File: src/rtl/fft16_pkg.sv
// Shared constants, count type and state encodings for the FFT16 frame controller.
package fft16_pkg;

    localparam int NPT = 16;

    typedef logic [3:0] cnt_t;

    localparam cnt_t CNT_LAST = cnt_t'(NPT - 1);

    typedef enum logic [1:0] {
        IDLE,
        LOAD,
        WAIT,
        FIRE
    } in_state_t;

    typedef enum logic {
        OIDLE,
        UNLOAD
    } out_state_t;

endpackage

File: src/rtl/fft16_unload_seq.sv
// Output sequencer: walks bins 0..15 after each FIRE strobe from the input side.
module fft16_unload_seq
    import fft16_pkg::cnt_t;
    import fft16_pkg::CNT_LAST;
    import fft16_pkg::out_state_t;
    import fft16_pkg::OIDLE;
    import fft16_pkg::UNLOAD;
(
    input  logic       CLK,
    input  logic       RESET,
    input  logic       FIRE,
    output logic       OUT_VALID,
    output logic [3:0] OUT_IDX,
    output logic       DONE
);

    out_state_t state, state_n;
    cnt_t       idx, idx_n;
    logic       done_q;

    always_ff @(posedge CLK) begin
        if (!RESET) begin
            state  <= OIDLE;
            idx    <= '0;
            done_q <= 1'b0;
        end else begin
            state  <= state_n;
            idx    <= idx_n;
            done_q <= (state_n == UNLOAD) && (idx_n == CNT_LAST);
        end
    end

    always_comb begin
        state_n = state;
        idx_n   = '0;
        case (state)
            OIDLE: begin
                if (FIRE) begin
                    state_n = UNLOAD;
                    idx_n   = '0;
                end
            end
            UNLOAD: begin
                if (idx == CNT_LAST) begin
                    state_n = OIDLE;
                    idx_n   = '0;
                end else begin
                    idx_n = idx + 4'd1;
                end
            end
            default: begin
                state_n = OIDLE;
                idx_n   = '0;
            end
        endcase
    end

    // The input sequencer cannot fire again before an unload completes.
    always_ff @(posedge CLK) begin
        if (RESET) begin
            assert (!(FIRE && (state == UNLOAD)));
        end
    end

    assign OUT_VALID = (state == UNLOAD);
    assign OUT_IDX   = idx;
    assign DONE      = done_q;

endmodule

File: src/rtl/fft16_frame_ctrl.sv
// FFT16 frame controller: input load/wait/fire sequencer feeding the unload sequencer.
module fft16_frame_ctrl
    import fft16_pkg::*;
#(
    parameter int PIPE_LAT = 4,
    parameter int NPT      = 16
) (
    input  logic       CLK,
    input  logic       RESET,
    input  logic       START,
    output logic       SEL,
    output logic       OUT_VALID,
    output logic [3:0] OUT_IDX,
    output logic       DONE,
    output logic       BUSY,
    output logic       OVERRUN
);

    localparam cnt_t LOAD_LAST = cnt_t'(NPT - 1);
    localparam cnt_t WAIT_LAST = cnt_t'(PIPE_LAT);

    in_state_t state, state_n;
    cnt_t      cnt, cnt_n;
    logic      ovr_n;
    logic      sel_q, busy_q, ovr_q;

    always_ff @(posedge CLK) begin
        if (!RESET) begin
            state  <= IDLE;
            cnt    <= '0;
            sel_q  <= 1'b0;
            busy_q <= 1'b0;
            ovr_q  <= 1'b0;
        end else begin
            state  <= state_n;
            cnt    <= cnt_n;
            sel_q  <= (state_n == FIRE);
            busy_q <= (state_n != IDLE);
            ovr_q  <= ovr_n;
        end
    end

    // Sample 0 arrives with START, so LOAD counts the remaining samples 1..15.
    always_comb begin
        state_n = state;
        cnt_n   = cnt;
        ovr_n   = 1'b0;
        case (state)
            IDLE: begin
                cnt_n = '0;
                if (START) begin
                    state_n = LOAD;
                    cnt_n   = 4'd1;
                end
            end
            LOAD: begin
                if (cnt == LOAD_LAST) begin
                    state_n = (PIPE_LAT == 0) ? FIRE : WAIT;
                    cnt_n   = 4'd1;
                end else begin
                    cnt_n = cnt + 4'd1;
                end
            end
            WAIT: begin
                if (cnt == WAIT_LAST) begin
                    state_n = FIRE;
                    cnt_n   = '0;
                end else begin
                    cnt_n = cnt + 4'd1;
                end
            end
            FIRE: begin
                state_n = IDLE;
                cnt_n   = '0;
            end
            default: begin
                state_n = IDLE;
                cnt_n   = '0;
            end
        endcase
        if (START && (state != IDLE)) begin
            ovr_n = 1'b1;
        end
    end

    fft16_unload_seq u_unload (
        .CLK       (CLK),
        .RESET     (RESET),
        .FIRE      (sel_q),
        .OUT_VALID (OUT_VALID),
        .OUT_IDX   (OUT_IDX),
        .DONE      (DONE)
    );

    assign SEL     = sel_q;
    assign BUSY    = busy_q;
    assign OVERRUN = ovr_q;

endmodule

File: config.mk
export PLATFORM = sky130hd
export DESIGN_NAME = fft16_frame_ctrl
export DESIGN_NICKNAME = d
export VERILOG_FILES = /design/src/rtl/fft16_pkg.sv /design/src/rtl/fft16_unload_seq.sv /design/src/rtl/fft16_frame_ctrl.sv
export SDC_FILE = /design/constraint.sdc
export NUM_CORES = 1
export LEC_CHECK = 0
export BUFFER_PORTS_ARGS = -buffer_cell sky130_fd_sc_hd__buf_2
export CAP_MARGIN = 0
export CELL_PAD_IN_SITES_DETAIL_PLACEMENT = 1
export CELL_PAD_IN_SITES_GLOBAL_PLACEMENT = 1
export CORE_MARGIN = 4
export CORE_UTILIZATION = 25
export CTS_BUF_LIST = sky130_fd_sc_hd__clkbuf_2
export CTS_CLUSTER_SIZE = 25
export DETAILED_ROUTE_END_ITERATION = 10
export PLACE_DENSITY = 0.5
export SLEW_MARGIN = 0
export SYNTH_ARGS = -nofsm -noshare
export SYNTH_HDL_FRONTEND = slang
export SYNTH_HIERARCHICAL = 1
export SYNTH_SLANG_ARGS = --single-unit
export TNS_END_PERCENT = 20
File: constraint.sdc
create_clock -name CLK -period 3.3 [get_ports CLK]
set_input_delay 0.33 -clock CLK [delete_from_list [all_inputs] [get_ports CLK]]
set_output_delay 0.33 -clock CLK [all_outputs]
set_load 0.01 [all_outputs]
==> out/results.ini, run 1 <==
[power_and_ir_drop]
power_density_nw_per_um2=402
ir_worst_vdd_mv=0.182
power_leakage_nw=0.385
switchingPower_w=0.0000742
clkPwrFrac_pct=30.9
p_comb_share_pct=6.2
seq_power_share_pct=63.0
power.internal_w=0.000226
swShare_pct=24.8

[timing]
finalMaxSlewViolations=0
fmax_mhz=792
period_minus_slack_ps=1260
setup_violations=0
setup_tns_ps=0
layout_setup_ws_ps=2040
finalCritPeriodShare_pct=38.3
rsz0062_at_grt=no
fin_skew_ps=5.54
worst_slew_pin_slew_ps=283
finalHoldViolations=0
slew_headroom_pct=81.1

[yosys]
yosysSeqAreaShare_pct=46.8
ys_warn_count=6
syn_area_per_cell_um2=10.0
syn_nets=70
netlist_instances=64
yosysUniqueCellTypes=29
netlist_area_um2=642
yosys_register_bits=15

[grt]
grt_pass1_vias=510
grt_pass1_wl_um=2380
antenna_found_initial=0
overflow=0
grt_max_degree=15
grt_usage_pct=9.36

[placement]
dp.final_hpwl_um=948
dp_cells=103
dp_slack_ps=2070
gp_congestion=0.710
io_buffers=11

[clocking]
cts_setup_buffers=0
cts_max_path_buffers=2
holdBufCountCts=0
htreeDepth=1
cts_tree=done
clkLatencyLatePin_ps=290
clock-sinks=15
clk_pin_slew_worst_paths_ps=150
cts_inserted_buffers=3
cts_root_buf=clkbuf_2
cts-resized-gates=0

[die]
die_x_um=58.7
io_pins=12
dieArea_um2=3440
rows=18
die_h_um=58.7
core_um2=2450
start_util_pct=26.1

[run_status]
outcome=finished clean

[worst_setup_path]
worstPathMaxFanout=5
crit_path_end_kind=flop
critical_path_class=reg -> reg
start_kind=flop
required_ps=3510
cp.arrival_ps=1480

[detailed_routing]
num_vias=504
avgViaCountPerCell=4.71
wire_per_inst_um=12.2
ant_nets=0
drc=0
routed_wl_um=1310
first_pass_iters=2
drt-initial-drc-count=7

[final_layout]
drive_gt1_share_pct=23.4
multi_input_area_um2=322
num-nets-final=84
fin_cells=107
fillers=302
antenna_cells=0
seq_area_um2=300
areaGrowthSynthToFinish_pct=16.2

[worst_hold_path]
hp-class=in -> reg

[run]
maxCapViolCount=0

==> state kept, by name (all words and copies together) (netlist names) <==
signal,cells
BUSY,1
OVERRUN,1
SEL,1
cnt,4
state,2
u_unload/DONE,1
u_unload/OUT_IDX,4
u_unload/OUT_VALID,1
==> worst max-delay path, cell delays in order, from the launching register on <==
cell	delay (ps)
dfxtp_1	440
ha_1	240
xor2_1	220
nand3_1	150
nor4_2	140
==> per-stage QoR <==
step           hold WS (ps)  utilization [%]  area [µm²]  total power [W]
3_3_place_gp            466             29.6         726         0.000212
2_1_floorplan           464                -         642         0.000206
3_5_place_dp            469             29.6         726         0.000212
6_report                299             30.4         746         0.000300
5_1_grt                 245             30.4         746         0.000321
4_1_cts                 275             30.4         746         0.000308
==> synth_stat cells <==
cell	number	share of area, %
buf_2	1	0.78
o21ai_1	1	0.78
nor4_2	1	1.9
nand3_1	5	3.9
dfxtp_1	15	47
xor2_1	3	4.1
nand4_1	1	0.98
and3_1	2	1.9
o21a_1	1	1.2
inv_1	3	1.8
nor3_1	1	0.78
nand2_1	2	1.2
a21oi_1	1	0.78
and3b_1	1	1.4
clkbuf_1	1	0.58
and4b_1	1	1.6
a32o_1	1	1.6
ha_1	3	5.8
xnor2_1	1	1.4
nand2b_1	3	2.9
nand4b_1	1	1.4
nor2b_1	2	1.9
and2_1	1	0.98
and3_2	1	1.2
o211a_1	4	6.2
nand3_2	1	1.6
nor2_1	4	2.3
mux2i_1	1	1.6
o21ai_0	1	0.78
==> final timing paths <==
| check | start | end | slack (ps) | cells past startpoint |
|---|---|---|---|---|
| min reg2reg | SEL$_SDFF_PN0_ | u_unload/OUT_VALID$_SDFF_PN0_ | 500 | 1 |
| max | u_unload/OUT_IDX[0]$_SDFF_PN0_ | u_unload/DONE$_SDFF_PN0_ | 2040 | 4 |
| min | START | OVERRUN$_SDFF_PN0_ | 300 | 2 |
| max reg2reg | u_unload/OUT_IDX[0]$_SDFF_PN0_ | u_unload/DONE$_SDFF_PN0_ | 2040 | 4 |
==> per-layer routing <==
layer	up-vias	global-route usage [%]	wire (µm)
li1	251	-	-
met1	236	9.93	571
met2	13	15.5	595
met3	4	5.04	117
met4	0	3.88	25
met5	-	0	0
==> placed cells by master, fill, tap and decap left out, types with 2 or more instances in the layout <==
master,count
and3_1,2
buf_2,11
clkbuf_2,4
dfxtp_1,15
ha_1,3
inv_1,3
nand2_1,2
nand2b_1,3
nand3_1,5
nor2_1,4
nor2b_1,2
o211a_1,4
xor2_1,3
==> final cells by class <==
type	instances	area share [%]
Inverter	3	1.51
Sequential cell	15	40.3
Timing Repair Buffer	11	7.38
Clock buffer	4	2.68
Multi-Input combinational cell	44	43.1
Tap cell	30	5.03
==> logic make-up after synthesis <==
group	Yosys count	synth area share, %
DFF	15	46.8
xor gates and xnor gates	4	5.46
muxes	1	1.56
adders and majority gates	3	5.85
and+or+nand+nor	27	25.9
buffers and inverters	5	3.12
AOI/OAI and AO/OA	9	11.3
==> power by group through the flow <==
stage	Clock, W	Sequential [W]	Combinational [W]
detailed placement	0	0.000193	0.0000189
CTS	0.000100	0.000189	0.0000190
finish	0.0000925	0.000189	0.0000185
floorplan	0	0.000191	0.0000145
global route	0.000110	0.000190	0.0000220
global placement	0	0.000193	0.0000192
(Power assumes the default switching activity.)
==> inputs of run 2 (changes only) <==
Clock period 3.3 ns to 1.3 ns, I/O delays scaled along.
==> run 2 against run 1 <==
Critical path type unchanged. Maximum frequency grew 3.5%. Non-clock buffer count increased by 3. First-iteration DRC count is 14% lower. Wire length grew 1.7%. Clock skew decreased by 3.0 ps. Count of clock-buffer cells in the layout is the same. Final cell count is 2.8% higher. Sequential share of layout area shrank 1.1 points. Via count is 3.0% higher. Power grew to 2.5 times the previous value. Sequential power rose to 2.5 times the previous value. Final area is 4.0% higher.
==> out/results.ini, run 2 (same netlist as run 1, synthesis figures left out) <==
[run_status]
outcome=finished clean

[worst_hold_path]
hold_depth=3
min_from=START
hp-class=in -> reg
min_to=BUSY$_SDFF_PN0_

[placement]
gp_congestion=0.696
dp_slack_ps=71.0
place_area_um2=748
io_buffers=11
dp.final_hpwl_um=1040

[timing]
period_minus_slack_ps=1220
worst_slew_pin_slew_ps=232
slew_headroom_pct=84.5
fmax_mhz=820
fin_skew_ps=2.53
setup_violations=0
setup_tns_ps=0
layout_setup_ws_ps=80.4
finalCritPeriodShare_pct=93.8
rsz0062_at_grt=no
finalHoldViolations=0
finalMaxSlewViolations=0

[clocking]
cts_inserted_buffers=3
holdBufCountCts=0
clkLatencyLatePin_ps=280
cts_tree=done
cts_root_buf=clkbuf_2
clock-sinks=15
cts_max_path_buffers=2
clk_pin_slew_worst_paths_ps=140
htreeDepth=1

[detailed_routing]
routed_wl_um=1330
drt-initial-drc-count=6
avgViaCountPerCell=4.72
wire_per_inst_um=12.1
ant_nets=0
num_vias=519
drc=0
first_pass_iters=4

[worst_setup_path]
required_ps=1490
reg2reg_slack_ps=80
reg2reg_depth=5
critical_path_class=reg -> reg
crit_path_end_kind=flop
timing.rr.start=cnt[0]$_SDFF_PN0_
worstPathMaxFanout=3
cp.arrival_ps=1410
start_kind=flop
r2r_end=cnt[0]$_SDFF_PN0_

[final_layout]
seq_area_um2=304
layout_common_cells=12 x dfxtp_1, 11 x buf_2, 5 x nand3_1
areaGrowthSynthToFinish_pct=20.9
finalInstanceArea_um2=776
fillers=294
final_common_cell=dfxtp_1
multi_input_area_um2=325
drive_gt1_share_pct=31.3
num-nets-final=87
antenna_cells=0

[grt]
grt-busiest-layer=met2
grtUsageMet2_pct=13.7
grt_pass1_wl_um=2190
grt_max_degree=15
grt_use_met3_pct=4.17
grt_pass1_vias=477
overflow=0
use_met1_pct=9.80
antenna_found_initial=0
grt_usage_pct=8.50

[run]
maxCapViolCount=0

[power_and_ir_drop]
ir_worst_vdd_mv=0.517
power_leakage_nw=0.404
power_density_nw_per_um2=980

[die]
start_util_pct=26.1
io_pins=12
die_x_um=58.7
core_um2=2450
rows=18
die_h_um=58.7
dieArea_um2=3440

==> run 2: layout make-up <==
type	count	share of cell area, %
Multi-Input combinational cell	44	41.9
Sequential cell	15	39.2
Timing Repair Buffer	14	10.0
Tap cell	30	4.84
Clock buffer	4	2.58
Inverter	3	1.45
==> run 2: where the power goes <==
part           leakage, nW  total [W]  switching [W]  internal [W]
sequential           0.123   0.000476     0.00000542      0.000471
combinational        0.264  0.0000569      0.0000314     0.0000255
clock               0.0166   0.000227       0.000146     0.0000816
==> run 2: worst max path at each step <==
stage,from,slack [ps],to,cells past startpoint
finish,cnt[0]$_SDFF_PN0_,80,cnt[0]$_SDFF_PN0_,5
global route,cnt[0]$_SDFF_PN0_,0.4,cnt[0]$_SDFF_PN0_,5
CTS,cnt[0]$_SDFF_PN0_,40,cnt[0]$_SDFF_PN0_,5
detailed placement,cnt[0]$_SDFF_PN0_,70,cnt[0]$_SDFF_PN0_,5
global placement,cnt[0]$_SDFF_PN0_,60,cnt[0]$_SDFF_PN0_,5
floorplan,u_unload/OUT_IDX[0]$_SDFF_PN0_,170,u_unload/DONE$_SDFF_PN0_,4
==> run 2: per-stage QoR <==
stage / cells / power, W / util (%) / hold slack [ps]
3_5_place_dp: 106 / 0.000543 / 30.5 / 413
6_report: 110 / 0.000760 / 31.6 / 114
3_3_place_gp: 106 / 0.000543 / 30.5 / 414
5_1_grt: 110 / 0.000813 / 31.6 / 85.3
2_1_floorplan: 64 / 0.000522 / - / 264
4_1_cts: 110 / 0.000786 / 31.3 / 85.6
==> run 2: routing by layer <==
| layer | routed length [µm] | vias to the layer above |
|---|---|---|
| li1 | - | 258 |
| met1 | 565 | 247 |
| met2 | 659 | 14 |
| met3 | 106 | 0 |
| met4 | 0 | 0 |
| met5 | 0 | - |
==> run 2: critical path, stage by stage (launching register included) <==
cell     delay [ps]
dfxtp_2         350
inv_1            70
ha_1            160
and3b_1         220
o21ai_2          70
a32o_1          260
==> run 2: timing repair <==
item / in CTS / in global routing
endpoints found under the setup margin: 0 / 3
buffers inserted: 0 / 0
resized for setup: 0 / 4
